**src/rtl/shift_unit_mc_pkg.sv**
```systemverilog
// ---------------------------------------------------------------------------
// shift_unit_mc_pkg
// Shared constants and types for the multicycle shifter.
//   DATA_WIDTH  : operand/result width (only 32 is supported)
//   SHAMT_WIDTH : shift-amount width, log2(DATA_WIDTH)
//   IDX_WIDTH   : width of the stage index (stages 4..0)
//   op_e        : OP_SLL (zero fill) / OP_SRA (sign fill)
//   state_e     : sequencer states IDLE / SHIFT / DONE
// ---------------------------------------------------------------------------
package shift_unit_mc_pkg;

  localparam int DATA_WIDTH  = 32;
  localparam int SHAMT_WIDTH = 5;
  localparam int IDX_WIDTH   = 3;

  // Index of the first (largest, 16-bit) stage.
  localparam logic [IDX_WIDTH-1:0] IDX_FIRST = IDX_WIDTH'(SHAMT_WIDTH - 1);

  typedef enum logic {
    OP_SLL = 1'b0,
    OP_SRA = 1'b1
  } op_e;

  typedef enum logic [1:0] {
    ST_IDLE  = 2'd0,
    ST_SHIFT = 2'd1,
    ST_DONE  = 2'd2
  } state_e;

endpackage : shift_unit_mc_pkg

```
**src/rtl/shift_unit_mc_if.sv**
```systemverilog
// ---------------------------------------------------------------------------
// shift_unit_mc_if
// Request/result bundle of the multicycle shifter.
//   start, ctrl_op, ctrl_shiftamt, data_operandA : request (master -> slave)
//   data_result, data_resultRDY, busy            : result  (slave -> master)
// Modports: master = requester (ALU / testbench), slave = shift_unit_mc.
// ---------------------------------------------------------------------------
interface shift_unit_mc_if;
  import shift_unit_mc_pkg::*;

  logic                   start;
  op_e                    ctrl_op;
  logic [SHAMT_WIDTH-1:0] ctrl_shiftamt;
  logic [DATA_WIDTH-1:0]  data_operandA;
  logic [DATA_WIDTH-1:0]  data_result;
  logic                   data_resultRDY;
  logic                   busy;

  modport master (
    output start, ctrl_op, ctrl_shiftamt, data_operandA,
    input  data_result, data_resultRDY, busy
  );

  modport slave (
    input  start, ctrl_op, ctrl_shiftamt, data_operandA,
    output data_result, data_resultRDY, busy
  );

endinterface : shift_unit_mc_if

```
**src/rtl/shift_unit_mc_stage.sv**
```systemverilog
// ---------------------------------------------------------------------------
// shift_stage_pow2
// One shared power-of-two shift stage (combinational).
//   i_acc      : current accumulator
//   i_idx      : stage index; shift distance is 2^i_idx (0..4)
//   i_op       : OP_SLL shifts left with zero fill, OP_SRA shifts right with
//                copies of i_acc[31]
//   i_enable   : when low the accumulator passes through unchanged
//   o_next_acc : accumulator after this stage
// ---------------------------------------------------------------------------
module shift_stage_pow2
  import shift_unit_mc_pkg::*;
(
  input  logic [DATA_WIDTH-1:0] i_acc,
  input  logic [IDX_WIDTH-1:0]  i_idx,
  input  op_e                   i_op,
  input  logic                  i_enable,
  output logic [DATA_WIDTH-1:0] o_next_acc
);

  logic [SHAMT_WIDTH-1:0] w_dist;

  assign w_dist = SHAMT_WIDTH'(1) << i_idx;

  // NOTE: o_next_acc is assigned a default before any branch so this block
  // can never infer a latch.
  always_comb begin
    o_next_acc = i_acc;
    if (i_enable) begin
      if (i_op == OP_SRA) begin
        o_next_acc = DATA_WIDTH'($signed(i_acc) >>> w_dist);
      end else begin
        o_next_acc = i_acc << w_dist;
      end
    end
  end

endmodule : shift_stage_pow2

```
**src/rtl/shift_unit_mc.sv**
```systemverilog
// ---------------------------------------------------------------------------
// shift_unit_mc
// Multicycle 32-bit SLL / SRA. Walks the 16/8/4/2/1 stages, one per cycle,
// MSB of the shift amount first, through one shared stage datapath. Fixed
// 5-cycle latency from accepted start to the one-cycle data_resultRDY pulse.
//   clock : rising-edge clock
//   reset : synchronous, active-low
//   bus   : shift_unit_mc_if.slave (start/ctrl/operand in, result/RDY/busy out)
// ---------------------------------------------------------------------------
module shift_unit_mc
  import shift_unit_mc_pkg::*;
(
  input  logic              clock,
  input  logic              reset,
  shift_unit_mc_if.slave    bus
);

  state_e                 r_state;
  logic [DATA_WIDTH-1:0]  r_acc;
  logic [SHAMT_WIDTH-1:0] r_amt;
  op_e                    r_op;
  logic [IDX_WIDTH-1:0]   r_idx;
  logic [DATA_WIDTH-1:0]  r_result;
  logic                   r_rdy;
  logic                   r_busy;

  logic [DATA_WIDTH-1:0]  w_next_acc;

  shift_stage_pow2 u_stage (
    .i_acc      (r_acc),
    .i_idx      (r_idx),
    .i_op       (r_op),
    .i_enable   (r_amt[r_idx]),
    .o_next_acc (w_next_acc)
  );

  // NOTE: all state is updated with non-blocking assignments so every
  // register samples pre-edge values regardless of statement order.
  always_ff @(posedge clock) begin
    if (!reset) begin
      r_state  <= ST_IDLE;
      r_acc    <= '0;
      r_amt    <= '0;
      r_op     <= OP_SLL;
      r_idx    <= '0;
      r_result <= '0;
      r_rdy    <= 1'b0;
      r_busy   <= 1'b0;
    end else begin
      // RDY is a single-cycle pulse; only the last stage raises it.
      r_rdy <= 1'b0;
      unique case (r_state)
        ST_IDLE, ST_DONE: begin
          // Operands are captured only here; later input changes are ignored.
          if (bus.start) begin
            r_acc   <= bus.data_operandA;
            r_amt   <= bus.ctrl_shiftamt;
            r_op    <= bus.ctrl_op;
            r_idx   <= IDX_FIRST;
            r_state <= ST_SHIFT;
            r_busy  <= 1'b1;
          end else begin
            r_state <= ST_IDLE;
          end
        end
        ST_SHIFT: begin
          r_acc <= w_next_acc;
          if (r_idx != '0) begin
            r_idx <= r_idx - IDX_WIDTH'(1);
          end else begin
            r_result <= w_next_acc;
            r_rdy    <= 1'b1;
            r_state  <= ST_DONE;
            r_busy   <= 1'b0;
          end
        end
        default: begin
          r_state <= ST_IDLE;
          r_busy  <= 1'b0;
        end
      endcase
    end
  end

  assign bus.data_result    = r_result;
  assign bus.data_resultRDY = r_rdy;
  assign bus.busy           = r_busy;

endmodule : shift_unit_mc

```
**src/flat_wrapper.sv**
```systemverilog
// flat-port wrapper written by rule: the top's interface ports become plain ports
module shift_unit_mc_flat import shift_unit_mc_pkg::*;
  (clock, reset, bus_start, bus_ctrl_op, bus_ctrl_shiftamt, bus_data_operandA, bus_data_result, bus_data_resultRDY, bus_busy);
  shift_unit_mc_if bus_i ();
  input  logic clock;
  input  logic reset;
  input wire logic [$bits(bus_i.start)-1:0] bus_start;
  input wire logic [$bits(bus_i.ctrl_op)-1:0] bus_ctrl_op;
  input wire logic [$bits(bus_i.ctrl_shiftamt)-1:0] bus_ctrl_shiftamt;
  input wire logic [$bits(bus_i.data_operandA)-1:0] bus_data_operandA;
  output wire logic [$bits(bus_i.data_result)-1:0] bus_data_result;
  output wire logic [$bits(bus_i.data_resultRDY)-1:0] bus_data_resultRDY;
  output wire logic [$bits(bus_i.busy)-1:0] bus_busy;
  assign bus_i.start = bus_start;
  assign bus_i.ctrl_op = bus_ctrl_op;
  assign bus_i.ctrl_shiftamt = bus_ctrl_shiftamt;
  assign bus_i.data_operandA = bus_data_operandA;
  assign bus_data_result = bus_i.data_result;
  assign bus_data_resultRDY = bus_i.data_resultRDY;
  assign bus_busy = bus_i.busy;
  shift_unit_mc u_core (.clock(clock), .reset(reset), .bus(bus_i));
endmodule
```
**config.mk**
```make
export PLATFORM = sky130hd
export DESIGN_NAME = shift_unit_mc_flat
export DESIGN_NICKNAME = d
export VERILOG_FILES = /design/src/rtl/shift_unit_mc_pkg.sv /design/src/rtl/shift_unit_mc_if.sv /design/src/rtl/shift_unit_mc_stage.sv /design/src/rtl/shift_unit_mc.sv /design/src/flat_wrapper.sv
export SDC_FILE = /design/constraint.sdc
export NUM_CORES = 1
export LEC_CHECK = 0
export CAP_MARGIN = 10
export CORE_MARGIN = 2
export CORE_UTILIZATION = 24
export DETAILED_ROUTE_END_ITERATION = 6
export GPL_TIMING_DRIVEN = 0
export PLACE_DENSITY_LB_ADDON = 0.12
export SKIP_LAST_GASP = 1
export SLEW_MARGIN = 20
export SYNTH_ARGS = -nofsm -noshare
export SYNTH_HDL_FRONTEND = slang
export SYNTH_HIERARCHICAL = 1
export SYNTH_SLANG_ARGS = --single-unit
```
**constraint.sdc**
```tcl
create_clock -name clock -period 2.35 [get_ports clock]
set_input_delay 0.235 -clock clock [delete_from_list [all_inputs] [get_ports clock]]
set_output_delay 0.235 -clock clock [all_outputs]
set_load 0.01 [all_outputs]
```
Word-level counts from Yosys, hierarchy flattened
Cells that the tools add are included.
{"block": "totals", "regBits": 77, "in_bits": 41, "out_inout_bits": 34, "word_cells": 45}
{"block": "classes", "n_addsub": 1, "magnitude_cmp": 1, "n_eq_ne": 5, "shift": 3, "muxes": 16, "bitwise_logic": 1, "n_reduce_logical": 10}
{"op": "$mux W32", "n": 3}
{"op": "$pmux W32 S2", "n": 1}
{"op": "$shl A32 B5 Y32", "n": 1}
{"op": "$sshr A32 B5 Y32", "n": 1}
{"op": "$reduce_and A2 Y1", "n": 5}
{"op": "$mux W3", "n": 2}
{"op": "$pmux W3 S2", "n": 1}
{"op": "$mux W1", "n": 5}
{"op": "$shl A1 B3 Y5 const A", "n": 1}
{"op": "$lt A3 B4 Y1 const B", "n": 1}
{"op": "$ne A2 B2 Y1 const B", "n": 2}
{"op": "$pmux W2 S2", "n": 1}
{"op": "$bmux W1 S3", "n": 1}
{"op": "$reduce_and A3 Y1", "n": 1}
{"op": "$reduce_bool A3 Y1", "n": 1}
{"op": "$sub A3 B1 Y3 const B", "n": 1}
{"op": "$eq A2 B1 Y1 const B", "n": 1}
{"op": "$eq A2 B2 Y1 const B", "n": 1}
{"op": "$logic_not A2 Y1", "n": 1}
{"op": "$mux W2", "n": 1}
{"op": "$ne A2 B1 Y1 const B", "n": 1}
{"op": "$pmux W1 S2", "n": 1}
{"op": "$reduce_bool A2 Y1", "n": 1}
{"op": "$reduce_or A2 Y1", "n": 1}
{"op": "$not A1 Y1", "n": 1}

Longest topological paths before layout
{"block": "depth", "word_depth": 5, "ltp_mapped": 11, "ltp_nobuf": 10}

Hierarchy
The synthesis kept the hierarchy.
{"module": "shift_stage_pow2", "instances": 1, "cells_each": 494, "area_per_inst_um2": 3204.3, "seq_area_each_um2": 0.0}
{"module": "shift_unit_mc", "instances": 1, "cells_each": 385, "area_per_inst_um2": 3128.0, "seq_area_each_um2": 1541.5}

Least setup slack after synthesis
No wires, ideal clock.
{"block": "synth_timing", "kind": "reg2reg", "startpoint": "register u_core.r_idx[0]", "endpoint": "register u_core.r_acc[28]", "arrival_ps": 2140, "setup_slack_ps": 84, "stages_incl_launch_ff": 10, "path_buffers": 2, "path_cell_list": "dfxtp_1 -> inv_1 -> or3_1 -> o31ai_1 -> clkbuf_1 -> o21ai_0 -> buf_2 -> a221o_1 -> o21ai_0 -> a31oi_1"}
{"block": "synth_between", "elab_chain_len": 5, "elab_cells_between_ends": 8}
{"item": "from (decl)", "line_no": "shift_unit_mc.sv:22", "text": "logic [IDX_WIDTH-1:0] r_idx;"}
{"item": "from (signal assigned)", "line_no": "shift_unit_mc.sv:69", "text": "r_idx <= r_idx - IDX_WIDTH'(1);"}
{"item": "$shl A1 B3 Y5", "line_no": "shift_unit_mc_stage.sv:23", "text": "assign w_dist = SHAMT_WIDTH'(1) << i_idx;"}
{"item": "$shl A32 B5 Y32 or $sshr A32 B5 Y32 (tied branches)", "line_no": "shift_unit_mc_stage.sv:33, shift_unit_mc_stage.sv:31"}
{"item": "$mux W32", "line_no": "shift_unit_mc_stage.sv:30", "text": "if (i_op == OP_SRA) begin"}
{"item": "$mux W32 (*)", "line_no": "shift_unit_mc_stage.sv:29", "text": "if (i_enable) begin"}
{"item": "via u_core.w_next_acc[28]", "line_no": "shift_unit_mc.sv:27", "text": "logic [DATA_WIDTH-1:0] w_next_acc;"}
{"item": "$pmux W32 S2 (*)", "line_no": "shift_unit_mc.sv:52", "text": "unique case (r_state)"}
{"item": "to (signal assigned)", "line_no": "shift_unit_mc.sv:56", "text": "r_acc <= bus.data_operandA;"}
{"item": "to (signal assigned)", "line_no": "shift_unit_mc.sv:67", "text": "r_acc <= w_next_acc;"}
{"item": "to (decl)", "line_no": "shift_unit_mc.sv:19", "text": "logic [DATA_WIDTH-1:0] r_acc;"}
Mark *: on every way through the listed nets, which the timed path passes. The rest lies on a longest branch. The select of a mux whose other input is x is not followed.
A chain may end at the register's enable or synchronous reset.

Final worst setup path
{"block": "layout_timing", "startpoint": "register u_core.r_idx[2]", "endpoint": "register u_core.r_acc[21]"}
Same word-level chain as after synthesis.

==> results_dict.tcl <==
set metrics [dict create \
    start_util 0.244 \
    worstPathMaxFanout 13 \
    clk_latency_ns 0.36 \
    area_growth_pct 30.6 \
    fin_crit_sh 0.986 \
    worstHoldStart "reset" \
    fmaxAchievable_mhz 432 \
    synth_ff_type "dfxtp_1" \
    grt_util_all_layers 0.248 \
    drv_slew 0 \
    ys_ff_latch 77 \
    hold_path.class "in2reg" \
    cts_max_level 3 \
    syn-mean-instance-area_sq_um 7.20 \
    startpoint "u_core/r_idx[2]" \
    wl_per_cell_um 27.0 \
    num_io_pins 75 \
    final_nets 1022 \
    fin_skew_ns 0.0174 \
    netlist-cell-type-count 69 \
    portBuffers 73 \
    grt_pass1_wl_um 51500 \
    grt_pass1_vias 7618 \
    clkSinkCount 77 \
    setup_ws_ns 0.0337 \
    synth_warnings 6 \
    antenna_found_initial 2 \
    drc 0 \
    layout_common_cells "203 x nand2_1, 74 x dfxtp_1, 73 x clkdlybuf4s50_1" \
    crit_type "reg2reg" \
    drv_cap 0 \
    synth_nets 922 \
    core_area_sq_um 26000 \
    ir_worst_vdd_uv 295 \
    die_h_um 166 \
    ant_nets 0 \
    hold_viol 0 \
    fp.dieW_um 166 \
    p_per_area_nw_per_um2 623 \
    cts_buffers 9 \
    clockRootBuffer "clkbuf_16" \
    cp.required_ns 2.58 \
    grt_remaining_overflow 0 \
    internal_power_w 0.00297 \
    grt_max_degree 15 \
    hpwlAfterDp_um 25300 \
    synth_area_sq_um 6330 \
    p_clk_frac 0.261 \
    p_sw_w 0.00218 \
    nFillCells 2925 \
    viasPerCell 5.94 \
    layout_commonest_cell "nand2_1" \
    drive_above_1_share 0.179 \
    r2r-start "u_core/r_idx[2]" \
    p_leak_nw 2.85 \
    ys_async_sr_fraction 0 \
    cts_hold_buf 0 \
    dr.pass1.iters 6 \
    p_comb_frac 0.430 \
    relSlewSlack 0.484 \
    critPathLaunchType "flop" \
    cts_buffer_depth 2 \
    tightest_slew_ns 0.775 \
    finalSetupTns_ns 0 \
    seqPwrFrac 0.309 \
    synth_edf_count 0 \
    seq_area_frac_synth 0.243 \
    rows 59 \
    finalSetupViolCount 0 \
    place_congestion 1.01 \
    die_area_sq_um 27700 \
    place_ws_ns -1.19 \
    period_minus_slack_ns 2.32 \
    tritoncts "yes" \
    num_vias 7843 \
    crit_arrival_ns 2.55 \
    status "finished clean" \
    final_cells 1320 \
    place_inst 1287 \
    rsz0062_at_grt "yes" \
    clk_pin_slew_worst_paths_ns 0.07 \
    synthCells 879 \
    drt-total-wl_um 35700 \
    p_sw_frac 0.423 \
    end_kind "flop" \
    drt_iter0_markers 1057 \
]
-- metrics by stage --
| stage | hold slack [ns] | area (sq um) | util | power [W] |
|---|---|---|---|---|
| 2_1_floorplan | 0.370 | 6330 | - | 0.00268 |
| 3_5_place_dp | 0.447 | 7480 | 0.288 | 0.00349 |
| 6_report | 0.286 | 8270 | 0.318 | 0.00515 |
| 4_1_cts | 0.276 | 8060 | 0.310 | 0.00502 |
| 3_3_place_gp | 0.441 | 7480 | 0.288 | 0.00354 |
| 5_1_grt | 0.324 | 8270 | 0.318 | 0.00534 |
-- power groups by stage --
stage,registers (W),logic [W],clock network (W)
after global routing,0.00160,0.00230,0.00144
after floorplan,0.00153,0.00115,0
final,0.00159,0.00221,0.00135
after detailed placement,0.00158,0.00191,0
after global placement,0.00158,0.00195,0
after CTS,0.00155,0.00207,0.00140
-- layer usage --
metal  vias up  global-route usage  wire length [um]
met5         -                   0                 0
met4         0               0.131              2180
met3       167              0.0668              3880
met2       544               0.382             15100
met1      3723               0.316             14500
li1       3409                   -                 -
-- synthesized netlist by cell type, types with 3 or more instances --
library cell / count / area share
clkbuf_1: 36 / 0.021
a221oi_1: 13 / 0.018
o31ai_1: 6 / 0.0071
a21oi_1: 43 / 0.034
buf_4: 15 / 0.018
a21boi_1: 41 / 0.049
and2_1: 6 / 0.0059
buf_6: 10 / 0.018
mux2i_1: 16 / 0.025
nand2b_1: 14 / 0.014
nor2b_1: 18 / 0.018
o221ai_1: 10 / 0.014
and3_1: 5 / 0.0049
o21ai_1: 3 / 0.0024
o311a_1: 3 / 0.0047
o2111ai_1: 4 / 0.0055
nor2_1: 38 / 0.023
dfxtp_1: 77 / 0.24
a211oi_1: 9 / 0.011
or3_1: 3 / 0.0030
nand2_1: 205 / 0.12
a21boi_0: 6 / 0.0071
mux2_2: 5 / 0.0089
or2_2: 3 / 0.0030
a31oi_1: 42 / 0.041
a222oi_1: 3 / 0.0047
mux4_2: 11 / 0.039
o22ai_1: 18 / 0.018
o211ai_1: 15 / 0.018
a221o_1: 3 / 0.0047
a311oi_1: 3 / 0.0042
a22oi_1: 11 / 0.013
nand3_1: 13 / 0.010
nor3_1: 3 / 0.0024
buf_2: 35 / 0.028
a32oi_1: 8 / 0.011
o21ai_0: 68 / 0.054
inv_1: 15 / 0.0089
-- path summary, 6_finish.rpt --
path	to	slack, ns	depth (start not counted)
worst min-delay path	u_core/r_idx[2]	0.29	2
worst max register to register	u_core/r_acc[21]	0.03	9
worst max-delay path	u_core/r_acc[21]	0.03	9
worst min register to register	u_core/r_amt[0]	0.45	2
-- state kept, by name, summed over array words and instances (netlist names) --
| register | count |
|---|---|
| u_core/r_op | 1 |
| u_core/bus.busy | 1 |
| u_core/r_idx | 3 |
| u_core/bus.data_result | 32 |
| u_core/bus.data_resultRDY | 1 |
| u_core/r_acc | 32 |
| u_core/r_state | 2 |
| u_core/r_amt | 5 |
-- kinds of logic (layout without fill, tap and decap cells) --
kind of cell,Yosys count,after routing,share of synthesized area
XOR/XNOR,1,1,0.00138
buffers and inverters,117,221,0.102
AND/OR/NAND/NOR,319,320,0.223
AO/OA/AOI/OAI,331,331,0.353
multiplexers,32,32,0.0733
flip-flops,77,77,0.243
adder cells (fa/ha/maj),2,2,0.00395
other,0,1,0
-- timing repair --
item,in CTS,in global routing
gates resized for setup,65,38
gates cloned,0,2
pin swaps,3,3
buffers inserted,9,10
hold endpoints to repair,0,0
setup endpoints to repair,64,44
-- worst max-delay path, cell delays in order (launching register included) --
cell,delay (ns)
dfxtp_4,0.42
buf_4,0.25
buf_4,0.25
nand2_1,0.32
o32a_1,0.40
o21ai_0,0.10
a31oi_2,0.05
buf_4,0.18
o21ai_0,0.16
a31oi_1,0.06
-- layout make-up --
| class | instances | area [sq um] | area share |
|---|---|---|---|
| Tap cell | 335 | 419 | 0.0507 |
| Timing Repair Buffer | 93 | 888 | 0.107 |
| Antenna cell | 1 | 2.50 | 0.000303 |
| Clock inverter | 6 | 46.3 | 0.00560 |
| Buffer | 95 | 662 | 0.0801 |
| Sequential cell | 77 | 1550 | 0.188 |
| Multi-Input combinational cell | 686 | 4400 | 0.533 |
| Inverter | 17 | 63.8 | 0.00772 |
| Clock buffer | 10 | 229 | 0.0277 |
Power figures use the tool's default switching activity.
